===== config.mk =====
export PLATFORM = sky130hd
export DESIGN_NAME = ahb_helper_mux
export DESIGN_NICKNAME = d
export VERILOG_FILES = /design/src/rtl/ahb_helper_mux.sv
export SDC_FILE = /design/constraint.sdc
export NUM_CORES = 1
export LEC_CHECK = 0
export CAP_MARGIN = 20
export CORE_AREA = 5 5 111 113
export DETAILED_ROUTE_END_ITERATION = 7
export DIE_AREA = 0 0 116 118
export PLACE_DENSITY_LB_ADDON = 0.2
export SLEW_MARGIN = 10
export SYNTH_ARGS = -nofsm -noshare
export SYNTH_HDL_FRONTEND = slang
export SYNTH_SLANG_ARGS = --single-unit

===== constraint.sdc =====
create_clock -name clk -period 2.5 [get_ports clk]
set_clock_uncertainty 0.1 [all_clocks]
set_input_delay 0.25 -clock clk [delete_from_list [all_inputs] [get_ports clk]]
set_output_delay 0.25 -clock clk [all_outputs]
set_load 0.1 [all_outputs]

===== src/rtl/ahb_helper_mux.sv =====
// ahb_helper_mux: grants one AHB master to either the RC4 engine or the
// Edge-Detection engine. The ED engine has two sub-ports: sample-image reads
// (SI) and result writes (ED). The block forwards the owner's request and
// routes completion pulses back to whoever issued the outstanding request.
module ahb_helper_mux #(
    parameter int unsigned ADDR_W = 20,
    parameter int unsigned DATA_W = 32
) (
    input  logic              clk,
    input  logic              rst,
    input  logic              RC4_start,
    input  logic              ED_start,
    input  logic [DATA_W-1:0] RC4_wdata,
    input  logic [ADDR_W-1:0] RC4_pixNum,
    input  logic [1:0]        RC4_mode,
    input  logic [DATA_W-1:0] ED_wdata,
    input  logic [ADDR_W-1:0] ED_wpixNum,
    input  logic [1:0]        ED_mode,
    input  logic [ADDR_W-1:0] SI_rpixNum,
    input  logic [1:0]        SI_mode,
    input  logic [DATA_W-1:0] rdata,
    input  logic              data_feedback,
    output logic [DATA_W-1:0] RC4_rdata,
    output logic              RC4_dfb,
    output logic              ED_dfb,
    output logic [DATA_W-1:0] SI_rdata,
    output logic              SI_dfb,
    output logic              startAddr_sel,
    output logic [DATA_W-1:0] wdata,
    output logic [1:0]        size,
    output logic [1:0]        mode,
    output logic [ADDR_W-1:0] pixNum
);

    localparam logic [1:0] StIdle = 2'd0;
    localparam logic [1:0] StRc4  = 2'd1;
    localparam logic [1:0] StEd   = 2'd2;

    // Which ED sub-port issued the most recent request.
    localparam logic SrcSi = 1'b0;
    localparam logic SrcEd = 1'b1;

    logic [1:0]        state_q, state_d;
    logic              pending_q, pending_d;

    logic [1:0]        req_mode;
    logic [ADDR_W-1:0] req_pix;
    logic [DATA_W-1:0] req_wdata;
    logic              req_sel;
    logic              req_src;
    logic              req_valid;

    // Owner selection: RC4 wins a tie; the bus returns to idle between owners.
    always_comb begin
        state_d = state_q;
        case (state_q)
            StIdle: begin
                if (RC4_start) begin
                    state_d = StRc4;
                end else if (ED_start) begin
                    state_d = StEd;
                end
            end
            StRc4:   if (!RC4_start) state_d = StIdle;
            StEd:    if (!ED_start)  state_d = StIdle;
            default: state_d = StIdle;
        endcase
    end

    // Pick the raw request of the current owner; SI has priority inside ED.
    always_comb begin
        req_mode  = 2'b00;
        req_pix   = '0;
        req_wdata = '0;
        req_sel   = 1'b0;
        req_src   = SrcSi;
        case (state_q)
            StRc4: begin
                req_mode  = RC4_mode;
                req_pix   = RC4_pixNum;
                req_wdata = RC4_wdata;
                req_sel   = (RC4_mode == 2'b10);
            end
            StEd: begin
                if (SI_mode != 2'b00) begin
                    req_mode = SI_mode;
                    req_pix  = SI_rpixNum;
                    req_src  = SrcSi;
                end else if (ED_mode != 2'b00) begin
                    req_mode  = ED_mode;
                    req_pix   = ED_wpixNum;
                    req_wdata = ED_wdata;
                    req_sel   = 1'b1;
                    req_src   = SrcEd;
                end
            end
            default: ;
        endcase
    end

    // Only read (01) and write (10) reach the master; 11 is squashed to none.
    always_comb begin
        req_valid     = (req_mode == 2'b01) || (req_mode == 2'b10);
        mode          = req_valid ? req_mode : 2'b00;
        size          = req_valid ? 2'b10 : 2'b00;
        pixNum        = req_pix;
        wdata         = req_wdata;
        startAddr_sel = req_sel;
    end

    // Remember the requesting ED sub-port so late feedback is routed correctly.
    always_comb begin
        pending_d = pending_q;
        if (state_q == StEd && req_valid) begin
            pending_d = req_src;
        end
    end

    // State registers with synchronous reset.
    always_ff @(posedge clk) begin
        if (rst) begin
            state_q   <= StIdle;
            pending_q <= SrcSi;
        end else begin
            state_q   <= state_d;
            pending_q <= pending_d;
        end
    end

    // Response routing: read data is broadcast, completions are gated by owner.
    always_comb begin
        RC4_rdata = rdata;
        SI_rdata  = rdata;
        RC4_dfb   = data_feedback && (state_q == StRc4);
        ED_dfb    = data_feedback && (state_q == StEd);
        SI_dfb    = data_feedback && (state_q == StEd) && (pending_q == SrcSi);
    end

endmodule


==> metrics.cfg, run 1 <==
[run_status]
outcome = finished, final reports clean

[grt]
grt_first_pass_wirelength_um = 14200
grt_pass1_vias = 2517
antenna_found_initial = 0
grt-ovfl-total = 0
grt_max_degree = 33
grt_usage = 0.130

[route]
firstDrtPassIters = 4
detail-route-antenna-nets = 0
wl_um = 9470
num_vias = 2259
drc = 0
wl_per_cell_um = 18.3
routed_via_density = 4.36
drtIter0Drc = 49

[floorplanning]
io_pins = 291
start_util = 0.158
core_um2 = 11200
die-area_um2 = 13700
rows = 39
fp.dieH_um = 118
die_x_um = 116

[sta]
finalHoldViolCount = 0
whs_ps = 385
setup_viol = 0
tns_ps = 0
fmax_ghz = 0.417
post-route-min-period_ps = 2400
report.final.slew_viol_count = 0
setup_slack_ps = 99.7
period_share = 0.960
rsz0062_at_grt = yes

[cts]
numClockSinks = 3
clockRootBuffer = clkbuf_16
clock_latency_ps = 220
h-tree-depth = 1
clock_path_buffers = 2
cts_made_buffers = 3
cts_tree = yes
clk_pin_slew_worst_paths_ps = 30

[layout]
post-route-util = 0.375
area_delta_synth_final_pct = 137
fill_cells = 1150
nets = 548
final_cell_mix = clkdlybuf4s50_1 (134), buf_12 (60), o21a_1 (26), a22o_2 (26), nand2_1 (24)
stdcell_area_um2 = 4210
diodes = 0
final_common_cell = clkdlybuf4s50_1
drive_gt1_frac = 0.309

[place]
place_ws_ps = 135
placed_cell_area_um2 = 4020
dp_hpwl_um = 7750
gp_congestion = 0.761
numPortBuffers = 193

[yosys]
syn_area_per_cell_um2 = 7.04
ys_warn_count = 0
synth_fp_nets = 424
yosysSeqAreaShare = 0.0339
ys_seq_elements = 3
synth_cells = 252
syn_area_um2 = 1770
synth.distinct_cells = 25

[min_path]
hp-class = flip-flop to flip-flop

[worst_setup_path]
critical_path_class = flip-flop to output pin
endpoint_kind = output pin
cp_max_fo = 16
cp.arrival_ps = 2050
start_kind = flip-flop
critPathRequiredTime_ps = 2150

[job]
drv_cap = 0

[pwr]
leakage_nw = 1.58
max-vdd-ir-drop_v = 0.000184
p_per_area_nw_per_um2 = 293

==> per-layer routing <==
| metal | GRT usage | vias up | routed length, um |
|---|---|---|---|
| li1 | - | 1078 | - |
| met1 | 0.153 | 1021 | 3640 |
| met2 | 0.228 | 142 | 4590 |
| met3 | 0.0447 | 18 | 1160 |
| met4 | 0.0189 | 0 | 74 |
| met5 | 0 | - | 0 |
==> final cells by class <==
| cell class | count | area, um2 | share of cell area |
|---|---|---|---|
| clock buffers | 4 | 78.8 | 0.0187 |
| inverters | 6 | 22.5 | 0.00535 |
| multi-input cells | 154 | 1190 | 0.282 |
| flip-flops and latches | 3 | 62.6 | 0.0149 |
| well taps | 143 | 179 | 0.0425 |
| repair buffers | 208 | 2680 | 0.637 |
==> per-stage QoR <==
| step | power (mW) | cells |
|---|---|---|
| after floorplan | 0.995 | 252 |
| after global placement | 0.964 | 512 |
| after detailed placement | 0.962 | 512 |
| after CTS | 1.24 | 518 |
| after global routing | 1.29 | 518 |
| final | 1.23 | 518 |
==> kinds of logic (layout without fill, tap and decap cells) <==
logic type / count (synthesis) / count (layout) / share of synthesized area
buffers and inverters: 95 / 218 / 0.360
AOI/OAI and AO/OA: 87 / 87 / 0.396
and+or+nand+nor: 61 / 61 / 0.173
adders and majority gates: 5 / 5 / 0.0353
DFF: 3 / 3 / 0.0339
other: 1 / 1 / 0.00211
==> critical path, cell delays in order, from the launching register on <==
cell and delay, ps:
dfxtp_2 330, inv_1 100, ha_4 320, clkinv_1 100, nor4_4 280, buf_6 170
buf_12 150, a22o_2 180, buf_12 180
==> cells in the mapped netlist <==
| master | instances | area share |
|---|---|---|
| inv_1 | 4 | 0.0085 |
| conb_1 | 1 | 0.0021 |
| nor3_1 | 21 | 0.059 |
| ha_1 | 5 | 0.035 |
| buf_4 | 66 | 0.28 |
| buf_2 | 3 | 0.0085 |
| and2_1 | 4 | 0.014 |
| a22o_1 | 53 | 0.26 |
| and2b_1 | 1 | 0.0042 |
| buf_1 | 1 | 0.0021 |
| or4_1 | 1 | 0.0042 |
| nand2_1 | 24 | 0.051 |
| inv_2 | 1 | 0.0021 |
| nor2_1 | 2 | 0.0042 |
| o211ai_1 | 1 | 0.0042 |
| o21ai_0 | 4 | 0.011 |
| a21oi_1 | 3 | 0.0085 |
| clkinv_1 | 1 | 0.0021 |
| o21a_1 | 26 | 0.11 |
| or2_1 | 1 | 0.0035 |
| dfxtp_1 | 3 | 0.034 |
| nor2b_1 | 6 | 0.021 |
| buf_6 | 4 | 0.025 |
| clkbuf_1 | 15 | 0.032 |
| nor4_4 | 1 | 0.012 |
==> where the power goes <==
part / switching [mW] / leakage [nW] / internal (mW) / total (mW)
Combinational: 0.490 / 1.52 / 0.432 / 0.922
Clock: 0.0452 / 0.0382 / 0.211 / 0.256
Sequential: 0.00315 / 0.0253 / 0.0520 / 0.0551
==> timing repair <==
action | in CTS | in global routing
endpoints found under the setup margin | 19 | 33
buffers inserted | 1 | 0
cloned | 1 | 0
pin swaps | 1 | 0
gates resized for setup | 6 | 10
hold buffers | 0 | 0
==> state kept, by name, summed over array words and instances (netlist names) <==
name	flops
state_q	2
pending_q	1
==> worst paths after layout <==
path              cells after the start         end  slack (ps)        from
setup reg to reg                      7   pending_q         370  state_q[1]
setup / recovery                      8    wdata[5]         100  state_q[0]
hold / removal                        2  state_q[0]         390  state_q[0]
hold reg to reg                       2  state_q[0]         390  state_q[0]
No activity file was read; power rests on OpenSTA's default activity.
==> run 2, diff against run 1 <==
- CORE_AREA: 5 5 111 113 -> 3 3 112 114
- DIE_AREA: 0 0 116 118 -> 0 0 115 117
- RECOVER_POWER: not set -> 100
==> run 2 against run 1 <==
- final cell count stayed put
- clock power is 2% higher
- clock-buffer cell count stayed put
- final area is 5.6% lower
- sequential share of layout area is 0.088 points higher
- critical path type unchanged
- sequential power is 0.9% higher
- sequential cell count stayed put
- critical endpoint is now wdata[17]
- worst setup slack worse by 5.1 ps
- non-clock buffer count stayed put
- core utilization is 3.0 points lower
==> metrics.cfg, run 2 (same netlist as run 1, synthesis figures left out) <==
[layout]
area_delta_synth_final_pct = 124
regMostFlops = state_q
stdcell_area_um2 = 3980
largest_reg_flops = 2
nets = 548
final_cell_mix = clkdlybuf4s50_1 (134), buf_12 (40), a22o_2 (30)
final_common_cell = clkdlybuf4s50_1
biggestRegsByFlops = state_q: 2 flops, pending_q: 1 flops
drive_gt1_frac = 0.309
diodes = 0

[worst_setup_path]
cp.arrival_ps = 2060
reg2reg_slack_ps = 380
endpoint_kind = output pin
critical_path_class = flip-flop to output pin
worstSetupEndpoint = wdata[17]
cp_max_fo = 16
timing.critical_path.from = state_q[1]
reg2regPathDepth = 8
start_kind = flip-flop
critPathRequiredTime_ps = 2150
regToRegEndpoint = pending_q
r2r-start = state_q[1]

[route]
dr_wl_met2_um = 4660
m1WireLength_um = 3900
wl_met3_um = 988
firstDrtPassIters = 4
wl_um = 9660
routed_via_density = 4.30
num_vias = 2227
wl_per_cell_um = 18.6
drc = 0
route.top_layer_used = met4
drtIter0Drc = 64
detail-route-antenna-nets = 0

[floorplanning]
rows = 39
die-area_um2 = 13500
start_util = 0.154
fp.dieH_um = 117
core_um2 = 11500
io_pins = 291
die_x_um = 115

[run_status]
outcome = finished, final reports clean

[pwr]
max-vdd-ir-drop_v = 0.000151
leakage_nw = 1.51
finalPower_mw = 1.19
p_per_area_nw_per_um2 = 300

[cts]
numClockSinks = 3
clock_latency_ps = 230
clock_path_buffers = 2
clockRootBuffer = clkbuf_16
h-tree-depth = 1
clk_pin_slew_worst_paths_ps = 30
cts_made_buffers = 3
cts_tree = yes

[place]
gp_congestion = 0.775
placed_cell_area_um2 = 4020
numPortBuffers = 193
place_ws_ps = 115
dp_hpwl_um = 7870

[grt]
grt-ovfl-total = 0
grt_usage = 0.129
grt_pass1_vias = 2220
grt_max_degree = 33
antenna_found_initial = 0
grt_first_pass_wirelength_um = 13300

[sta]
slew_headroom = 0.628
rsz0062_at_grt = no
post-route-min-period_ps = 2410
finalHoldViolCount = 0
whs_ps = 378
setup_viol = 0
setup_slack_ps = 94.6
report.final.slew_viol_count = 0
fmax_ghz = 0.416
tns_ps = 0
tightest_slew_ps = 560
period_share = 0.962

[job]
drv_cap = 0

[min_path]
hp-class = flip-flop to flip-flop

## run 2: changes by cell type in the layout (fill, tap and decap cells not counted), sizes merged
cell	previous run	this run
clkbuf	4	13
buf	74	65
## run 2: worst min path at each step
stage / start / endpoint / slack [ps] / cells after the start
2_1_floorplan: rst / pending_q / 220 / 1
3_3_place_gp: state_q[0] / state_q[0] / 380 / 2
3_5_place_dp: state_q[1] / state_q[1] / 390 / 2
4_1_cts: state_q[0] / state_q[0] / 400 / 2
5_1_grt: rdata[3] / RC4_rdata[3] / 400 / 0
6_report: state_q[0] / state_q[0] / 380 / 2
## run 2: final cells by class
class                           instances  area (um2)
Clock buffer                            4        78.8
Fill cell                            1212        7540
Inverter                                6        22.5
Multi-Input combinational cell        154        1160
Sequential cell                         3        62.6
Tap cell                              143         179
Timing Repair Buffer                  208        2480
## run 2: through the flow
step | util | cells
2_1_floorplan | - | 252
5_1_grt | 0.345 | 518
3_5_place_dp | 0.349 | 512
6_report | 0.345 | 518
3_3_place_gp | 0.349 | 512
4_1_cts | 0.357 | 516
## run 2: report_power, final
part / switching (mW) / total (mW) / internal, mW / leakage (nW)
combinational: 0.482 / 0.878 / 0.395 / 1.44
clock: 0.0495 / 0.260 / 0.211 / 0.0382
sequential: 0.00366 / 0.0556 / 0.0520 / 0.0253
## run 2: per-layer routing
metal / up-vias / track usage
li1: 1075 / -
met1: 1002 / 0.161
met2: 131 / 0.220
met3: 19 / 0.0360
met4: 0 / 0.0344
met5: - / 0
## run 2: repair_timing
action	in CTS	in global routing
pin swaps	0	1
buffers inserted	0	1
cloned	0	1
setup endpoints to repair	13	50
gates resized for setup	3	8
endpoints found under the hold margin	0	0
hold buffers	0	0
## run 2: critical path, cell delays in order (launching register included)
cell and delay, ps:
dfxtp_2 350, inv_1 90, ha_4 300, clkinv_1 100
nor4_4 260, buf_4 180, clkbuf_16 180, a22o_2 170
buf_12 170
==> run 3, diff against run 2 <==
- ABC_AREA: not set -> 1
- CORE_AREA: 3 3 112 114 -> 5 5 109 111
- DIE_AREA: 0 0 115 117 -> 0 0 114 116
==> run 3 against run 2 <==
- worst setup slack improved by 91 ps
- via count is 12% higher
- hold slack improved by 12 ps
- global-route usage increased by 0.11 points
- fmax increased by 3.9%
- die area is 1.7% lower
- clock power decreased by 45%
- register-to-register slack better by 150 ps
- power grew 1.4%
- wire length shrank 1.1%
- critical path type unchanged
==> metrics.cfg, run 3 <==
[sta]
rsz0062_at_grt = no
tightest_slew_ps = 558
period_share = 0.926
whs_ps = 390
slew_headroom = 0.628
setup_slack_ps = 185
report.final.slew_viol_count = 0
finalHoldViolCount = 0
setup_viol = 0
post-route-min-period_ps = 2310
fmax_ghz = 0.432

[route]
m1WireLength_um = 3690
drtIter0Drc = 93
num_vias = 2499
detail-route-antenna-nets = 0
dr_wl_met2_um = 4770
route.top_layer_used = met4
wl_um = 9550
wl_met3_um = 905
drc = 0
firstDrtPassIters = 4
wl_per_cell_um = 15.9
routed_via_density = 4.17

[worst_setup_path]
cp_max_fo = 9
crit_top_cell = inv_1
endpoint_kind = output pin
crit_chain = inv_1 -> ha_1 -> inv_2 -> a21oi_1 -> inv_1 -> ha_1 -> inv_1 -> buf_6
start_kind = flip-flop
reg2reg_slack_ps = 530
slowest_stage = dfxtp_1
r2r-start = state_q[1]
critPathRequiredTime_ps = 2150
regToRegEndpoint = pending_q
slowest_delay_ps = 340
cp.arrival_ps = 1960
reg2regPathDepth = 9
critical_path_class = flip-flop to output pin

[layout]
final_cell_mix = clkdlybuf4s50_1 (134), nand2_1 (119), a21oi_2 (47)
nets = 633
biggestRegsByFlops = state_q: 2 flops, pending_q: 1 flops
final_common_cell = clkdlybuf4s50_1
largest_reg_flops = 2
stdcell_area_um2 = 3600
finalNonFillerCells = 600
drive_gt1_frac = 0.272
area_delta_synth_final_pct = 102
regMostFlops = state_q
fill_cells = 1178
post-route-util = 0.337
diodes = 0

[yosys]
ys.flop_type = dfxtp_1
synthTopCellsByCount = nand2_1 (119), a21oi_1 (75), buf_4 (66)
synthArstFlopShare = 0
synth_top_area_frac = 0.278
synth_edf_count = 0
yosysMostFrequentCell = nand2_1
ys_seq_elements = 3
ys_warn_count = 0
yosysSeqAreaShare = 0.0337
yosys.area.top_type = buf_4
syn_area_per_cell_um2 = 5.24
synth.distinct_cells = 20
synth_cells = 340
synth_fp_nets = 512
synthTopCellsByArea = buf_4 (28%), nand2_1 (25%), a21oi_1 (21%)
syn_area_um2 = 1780

[floorplanning]
start_util = 0.167
io_pins = 291
core_um2 = 10700
die-area_um2 = 13200
rows = 38
die_x_um = 114
fp.dieH_um = 116

[cts]
clock_path_buffers = 2
h-tree-depth = 1
numClockSinks = 3
clock_latency_ps = 220
clk_pin_slew_worst_paths_ps = 30
post_cts_buffers = 0
cts_tree = yes
clockRootBuffer = clkbuf_8
cts_made_buffers = 3

[pwr]
p_sw_uw = 694
power.internal_uw = 516
power_frac_clock = 0.118
sw_frac_of_total = 0.574
max-vdd-ir-drop_v = 0.000192
pwr-share-comb = 0.837
p_per_area_nw_per_um2 = 336
seq_power_share = 0.045
leakage_nw = 1.29

[grt]
grt_first_pass_wirelength_um = 13900
grt_pass1_vias = 2601
grt_usage = 0.131
grt-ovfl-total = 0
antenna_found_initial = 0
grt_max_degree = 33

[job]
drv_cap = 0

[place]
gp_congestion = 0.774
placedCellCount = 596
placed_cell_area_um2 = 4140
place_ws_ps = 294
numPortBuffers = 193
dp_hpwl_um = 7830

[min_path]
min_path_cells = 2
min_from = state_q[1]
hp-class = flip-flop to flip-flop
min_to = state_q[1]

[run_status]
outcome = finished, final reports clean

==> run 3: changes by cell type in the layout (fill, tap and decap cells not counted), moves of 25 or more <==
cell	before	now
buf_12	40	10
a21oi_2	0	47
a22o_2	30	0
a21oi_1	3	28
o21a_1	26	1
nand2_1	24	119
==> run 3: power groups by stage <==
stage,combinational [mW],sequential [mW],clock (mW)
after floorplan,1.11,0.0543,0
after global placement,1.14,0.0547,0
after detailed placement,1.15,0.0549,0
after CTS,1.15,0.0543,0.145
after global routing,1.07,0.0550,0.149
final,1.01,0.0543,0.142
==> run 3: routing by layer <==
metal,up-vias,global-route usage
met2,126,0.237
li1,1246,-
met1,1104,0.149
met5,-,0
met3,23,0.0433
met4,0,0.0285
==> run 3: worst max-delay path, delay by kind of cell (launching register included) <==
kind	cells	cell delay, ps
AOI/OAI and AO/OA	1	180
adders and majority gates	2	660
buffers and inverters	5	550
DFF	1	340
==> run 3: final cells by class <==
class	instances	area, um2	area share
clock buffers	4	45.0	0.0125
flip-flops and latches	3	60.1	0.0167
well taps	140	175	0.0486
inverters	14	52.6	0.0146
repair buffers	203	2040	0.566
multi-input cells	236	1230	0.342
==> run 3: how the worst max path moves through the flow <==
| stage | startpoint | end | cells after the start |
|---|---|---|---|
| 4_1_cts | state_q[0] | pixNum[6] | 8 |
| 6_report | state_q[1] | size[1] | 8 |
| 5_1_grt | state_q[0] | pixNum[16] | 8 |
| 2_1_floorplan | state_q[1] | pixNum[5] | 6 |
| 3_3_place_gp | ED_mode[1] | pixNum[6] | 9 |
| 3_5_place_dp | ED_mode[1] | pixNum[6] | 9 |
==> run 3: kinds of logic (layout without fill, tap and decap cells) <==
| kind of cell | after synthesis | after routing | share of synthesized area |
|---|---|---|---|
| AND/OR/NAND/NOR | 151 | 151 | 0.329 |
| AO/OA/AOI/OAI | 79 | 79 | 0.223 |
| flip-flops | 3 | 3 | 0.0337 |
| adder cells (fa/ha/maj) | 5 | 5 | 0.0351 |
| other | 1 | 1 | 0.00210 |
| buffers and inverters | 101 | 221 | 0.377 |
==> run 3: repair_timing <==
action	CTS	global route
hold buffers	0	0
gates resized for setup	0	1
hold endpoints to repair	0	0
endpoints found under the setup margin	0	39
==> run 3: metrics by stage <==
stage | power [mW] | TNS [ps]
3_5_place_dp | 1.20 | 0
5_1_grt | 1.28 | 0
4_1_cts | 1.35 | 0
2_1_floorplan | 1.17 | -378
3_3_place_gp | 1.20 | 0
6_report | 1.21 | 0
